### src/rtl/flag_tracker.sv
// Flag slot store for one rally level: ROM load, collection by the player car, and per-pixel flag mask.
// The last remaining flag blinks. The win flag holds until the next level start.
module flag_tracker #(
  parameter int MAX_FLAGS  = 8,
  parameter int COORD_W    = 10,
  parameter int CELL_LOG2  = 5,
  parameter int BLINK_LOG2 = 4,
  localparam int IDX_W  = (MAX_FLAGS > 1) ? $clog2(MAX_FLAGS) : 1,
  localparam int GRID_W = COORD_W - CELL_LOG2
) (
  input  logic                  clk,
  input  logic                  rst,
  input  logic [1:0]            level_id,
  input  logic                  level_start,
  output logic [IDX_W+1:0]      rom_addr,
  input  logic [2*GRID_W:0]     rom_data,
  input  logic [COORD_W-1:0]    player_x,
  input  logic [COORD_W-1:0]    player_y,
  input  logic [COORD_W-1:0]    vga_x,
  input  logic [COORD_W-1:0]    vga_y,
  input  logic                  frame_tick,
  output logic                  flag_pixel,
  output logic                  collect_pulse,
  output logic [IDX_W:0]        flags_left,
  output logic                  all_collected,
  output logic                  busy
);

  localparam int CNT_W = IDX_W + 1;
  localparam int SH_L  = (CELL_LOG2 >= 5) ? CELL_LOG2 - 5 : 0;
  localparam int SH_R  = (CELL_LOG2 < 5) ? 5 - CELL_LOG2 : 0;

  // Shape constants are drawn for a 32-pixel cell and rescaled to the real cell size.
  function automatic logic [31:0] sc(input int c);
    return (32'(c) << SH_L) >> SH_R;
  endfunction

  typedef enum logic [1:0] {IDLE, LOAD, PLAY} state_t;

  state_t                state, state_nx;
  logic [1:0]            level_q;
  logic [CNT_W-1:0]      ctr;
  logic [CNT_W-1:0]      wr_idx;
  logic [MAX_FLAGS-1:0]  valid, collected, hit, draw;
  logic [GRID_W-1:0]     pos_gx [MAX_FLAGS];
  logic [GRID_W-1:0]     pos_gy [MAX_FLAGS];
  logic [CNT_W-1:0]      hit_cnt;
  logic [BLINK_LOG2-1:0] blink_cnt;
  logic                  blink_phase;
  logic [31:0]           lx, ly;
  logic                  shape;

  always_ff @(posedge clk) begin
    if (rst) state <= IDLE;
    else     state <= state_nx;
  end

  always_comb begin
    state_nx = state;
    if (level_start) begin
      state_nx = LOAD;
    end else if (state == LOAD && ctr == CNT_W'(MAX_FLAGS)) begin
      state_nx = PLAY;
    end
  end

  assign wr_idx = ctr - CNT_W'(1);

  always_comb begin
    hit     = '0;
    draw    = '0;
    hit_cnt = '0;
    for (int i = 0; i < MAX_FLAGS; i++) begin
      hit[i]  = valid[i] & ~collected[i] &
                (pos_gx[i] == player_x[COORD_W-1:CELL_LOG2]) &
                (pos_gy[i] == player_y[COORD_W-1:CELL_LOG2]);
      draw[i] = valid[i] & ~collected[i] &
                (pos_gx[i] == vga_x[COORD_W-1:CELL_LOG2]) &
                (pos_gy[i] == vga_y[COORD_W-1:CELL_LOG2]);
      hit_cnt = hit_cnt + CNT_W'(hit[i]);
    end
  end

  always_ff @(posedge clk) begin
    if (rst) begin
      level_q       <= '0;
      ctr           <= '0;
      valid         <= '0;
      collected     <= '0;
      flags_left    <= '0;
      collect_pulse <= 1'b0;
      blink_cnt     <= '0;
      blink_phase   <= 1'b1;
      for (int i = 0; i < MAX_FLAGS; i++) begin
        pos_gx[i] <= '0;
        pos_gy[i] <= '0;
      end
    end else begin
      collect_pulse <= 1'b0;
      if (frame_tick) begin
        blink_cnt <= blink_cnt + BLINK_LOG2'(1);
        if (&blink_cnt) blink_phase <= ~blink_phase;
      end
      if (level_start) begin
        level_q     <= level_id;
        valid       <= '0;
        collected   <= '0;
        flags_left  <= '0;
        ctr         <= '0;
        blink_cnt   <= '0;
        blink_phase <= 1'b1;
      end else if (state == LOAD) begin
        // rom_data answers the address issued last cycle, so it belongs to slot ctr-1.
        if (ctr != '0) begin
          for (int i = 0; i < MAX_FLAGS; i++) begin
            if (wr_idx == CNT_W'(i)) begin
              valid[i]  <= rom_data[2*GRID_W];
              pos_gx[i] <= rom_data[2*GRID_W-1:GRID_W];
              pos_gy[i] <= rom_data[GRID_W-1:0];
            end
          end
          flags_left <= flags_left + CNT_W'(rom_data[2*GRID_W]);
        end
        if (ctr != CNT_W'(MAX_FLAGS)) ctr <= ctr + CNT_W'(1);
      end else if (state == PLAY) begin
        collected     <= collected | hit;
        flags_left    <= flags_left - hit_cnt;
        collect_pulse <= |hit;
      end
    end
  end

  assign lx = 32'(vga_x[CELL_LOG2-1:0]);
  assign ly = 32'(vga_y[CELL_LOG2-1:0]);

  always_comb begin
    shape = 1'b0;
    if (lx >= sc(5) && lx <= sc(7) && ly >= sc(4) && ly <= sc(28)) shape = 1'b1;
    if (lx > sc(7) && ly >= sc(4) && ly <= sc(16) && (lx + ly) <= (sc(26) + sc(4))) shape = 1'b1;
  end

  assign flag_pixel    = (state == PLAY) && shape && (|draw) &&
                         !(flags_left == CNT_W'(1) && !blink_phase);
  assign all_collected = (state == PLAY) && (flags_left == '0) && (|valid);
  assign busy          = (state == LOAD);
  assign rom_addr      = (state == LOAD) ? {level_q, ctr[IDX_W-1:0]} : '0;

endmodule

### config.mk
export PLATFORM = sky130hd
export DESIGN_NAME = flag_tracker
export DESIGN_NICKNAME = d
export VERILOG_FILES = /design/src/rtl/flag_tracker.sv
export SDC_FILE = /design/constraint.sdc
export NUM_CORES = 1
export LEC_CHECK = 0
export ABC_AREA = 1
export CORE_MARGIN = 4
export CORE_UTILIZATION = 30
export DETAILED_ROUTE_END_ITERATION = 12
export GPL_ROUTABILITY_DRIVEN = 0
export MAX_ROUTING_LAYER = met4
export PLACE_DENSITY = 0.43
export SLEW_MARGIN = 20
export SYNTH_ARGS = -nofsm -noshare
export SYNTH_HDL_FRONTEND = slang
export SYNTH_SLANG_ARGS = --single-unit
### constraint.sdc
create_clock -name clk -period 9.7 [get_ports clk]
set_input_delay 2.91 -clock clk [delete_from_list [all_inputs] [get_ports clk]]
set_output_delay 2.91 -clock clk [all_outputs]
set_load 0.01 [all_outputs]
==> results.ini <==
[outcome]
status=completed

[finish]
fill_cells=2812
area_growth_pct=19.07
drive_above_1_share_pct=6.739
final_util_pct=36.56
fin_nets=1276
diodes=0

[global_route]
grt_pass1_wl_microns=45170
grt_max_degree=22
first_global_vias=7151
grt_overflow=0
track_usage_pct=21.55
antenna_found_initial=0

[timing]
fin_crit_sh_pct=87.45
setup_viol=0
setup_tns_ps=0
slew_headroom_pct=49.00
skew_ps=8.851
finalHoldViolations=0
rsz0062_at_grt=false
tightest_slew_ps=764.2
finalWorstSetupSlack_ps=1217
maxSlewViolCount=0
timing.final.crit_period_ps=8483
max_freq_ghz=0.1179

[cts]
ctsHoldBuffers=0
cts.htree.levels=4
cts_made_buffers=17
post-cts-setup-buffer-count=0
clk_latency_ps=420
cts_sinks=114
cts.clk_slew.worst_paths_ps=50
cts_resized=0
root_buffer=clkbuf_16
ctsLongestPathBuffers=2
cts_tree=yes

[floorplanning]
coreArea_sq_mm=0.02628
die_area_sq_mm=0.02959
die_w_microns=172.0
die_h_microns=172.0
rows=59
ios=70
start_util_pct=30.71

[detailed_routing]
wl_per_cell_microns=19.81
drt_wl_total_microns=30440
ant_nets=0
first_iter_violations=668
vias=7507
drc_errors=0
via_per_inst=4.884
first_pass_iters=7

[synth]
netlist_instances=1129
synthMuxAreaShare_pct=0
synth_xor_area_share_pct=6.202
synthFlopType=edfxtp_1
syn_nets=1216
synth-async-reset-ratio_pct=0
synth.avg_cell_area_sq_um=7.148
ys_seq_area_share_pct=38.20
yosys.area_share.simple_pct=32.28
synth_top_family_by_area=simple AND/OR/NAND/NOR gates
ys_warn_count=0
synth_edf_count=80
synth-seq-cells=114
synthesis.area_sq_mm=0.008070
synthDistinctLibCells=40
synthAdderAreaFrac_pct=5.488
synth-compound-area-share_pct=7.612

[critical_path]
cp_top_family=buffers and inverters
end_kind=output pin
critical_path_class=in2out
worst-path-buf-inv=4
critPathSlowestCell=clkdlybuf4s50_1
crit_path_cell_trace=clkdlybuf4s50_1 > inv_1 > nand2_1 > nand2_1 > inv_1 > nand2_1 > nor2_1 > nand3_1 > nand2_1 > nor2_1 > a21oi_1 > clkdlybuf4s50_1
slowest_delay_ps=830
cp_max_fo=9
cp-start-kind=primary input
timing.critical_path.mode_cell=nand2_1
crit_arrival_ps=5570
crit_required_ps=6790

[placement]
place_ws_ps=1277
io_buffers=59
hpwl_microns=22190

[hold_path]
hold_class=reg2reg

[job]
drv_cap=0

[power_and_ir_drop]
power_density_mw_per_mm2=145.1
total_power_mw=1.395
vdd_drop_max_mv=0.09241
power.leakage_nw=4.204

-- kinds of logic (layout without fill, tap and decap cells) --
group                    after synthesis  after routing
flip-flops                           114            114
AND/OR/NAND/NOR                      616            616
adder cells (fa/ha/maj)               30             30
XOR/XNOR                              55             55
AO/OA/AOI/OAI                        113            113
buffers and inverters                201            274
-- layout by cell type (no fill, tap or decap), drive strengths merged --
master | synthesis | layout
o21ai | 59 | 59
dfxtp | 34 | 34
xor2 | 19 | 19
nor2 | 176 | 176
o22ai | 7 | 7
o221ai | 2 | 2
edfxtp | 80 | 80
clkbuf | 8 | 26
nand3 | 41 | 41
a21o | 1 | 1
or2 | 4 | 4
fa | 9 | 9
o211ai | 4 | 4
xnor2 | 36 | 36
nor3 | 12 | 12
buf | 26 | 16
a21oi | 32 | 32
nand2 | 333 | 333
inv | 167 | 169
nand4 | 28 | 28
clkdlybuf4s50 | 0 | 59
nor3b | 4 | 4
a311oi | 1 | 1
a22oi | 1 | 1
nor4 | 12 | 12
clkinv | 0 | 4
o21a | 1 | 1
ha | 21 | 21
a31oi | 2 | 2
o2111ai | 1 | 1
nand3b | 6 | 6
a211oi | 2 | 2
-- worst register-to-register path, cell delays in order (launching register included) --
cell and delay (ps):
edfxtp_1 480, inv_1 120, nor2_1 60, nor4_1 370
nand2_1 80, nor3_1 550, fa_1 580, fa_1 400
inv_1 80, fa_1 420, inv_1 90, fa_1 380
inv_1 70, ha_1 240, nand2_1 70, nand2_1 40
nand2_1 70, nand2_1 50, nand2_1 50, nand3_1 60
a31oi_1 150
-- power by group --
part           total, mW  internal [mW]  switching (mW)
Sequential         0.554          0.538          0.0169
Combinational      0.200         0.0686           0.131
Clock              0.641          0.407           0.233
-- cell usage after synthesis, types with 7 or more instances --
library cell / n / area [sq um]
nor3_1: 9 / 45.04
fa_1: 9 / 180.2
buf_2: 20 / 100.1
nor2_2: 15 / 93.84
nor2_1: 161 / 604.3
o21ai_0: 54 / 270.3
edfxtp_1: 80 / 2402
clkbuf_1: 8 / 30.03
nor4_1: 12 / 75.07
nand4_1: 28 / 175.2
inv_1: 160 / 600.6
ha_1: 21 / 262.8
a21oi_1: 32 / 160.2
nand2_1: 329 / 1235
dfxtp_1: 34 / 680.7
inv_2: 7 / 26.28
xnor2_1: 36 / 315.3
o22ai_1: 7 / 43.79
xor2_1: 18 / 157.7
nand3_1: 40 / 200.2
-- registers in the layout, indices dropped and copies added, names as in the netlist, 2 cells and up --
signal	cells
collected	8
flags_left	4
pos_gy	40
pos_gx	40
ctr	4
valid	8
state	2
blink_cnt	4
level_q	2
-- layer usage --
layer	part of all wire, %	global-route usage [%]	up-vias	wire length [microns]
met2	42	30.77	263	12830
met5	0	-	-	0
li1	-	-	3717	-
met4	2.4	6.664	0	737
met1	49	31.61	3482	14940
met3	6.3	2.949	45	1932
-- path summary, 6_finish.rpt --
path	from	end	slack, ps	cells past startpoint
worst max-delay path	vga_y[5]	flag_pixel	1220	12
worst min-delay path	blink_cnt[3]	blink_cnt[3]	450	1
worst max register to register	pos_gx[0][14]	flags_left[3]	5220	20
worst min register to register	blink_cnt[3]	blink_cnt[3]	450	1
-- layout make-up --
cell class	count	area (sq um)	area share, %
clock buffer	26	574.3	5.977
clock inverter	6	32.53	0.3385
inverter	167	626.9	6.523
multi-input combinational	814	4163	43.32
sequential	114	3083	32.08
tap	335	419.2	4.362
timing repair buffer	75	710.7	7.396
-- metrics by stage --
step / hold slack, ps / instances / cell area (sq um)
global route: 456.3 / 1537 / 9609
floorplan: 422.7 / 1129 / 8070
detailed placement: 439.2 / 1505 / 9002
global placement: 435.4 / 1505 / 9002
finish: 447.1 / 1537 / 9609
CTS: 446.4 / 1537 / 9609
(Power assumes the default switching activity.)
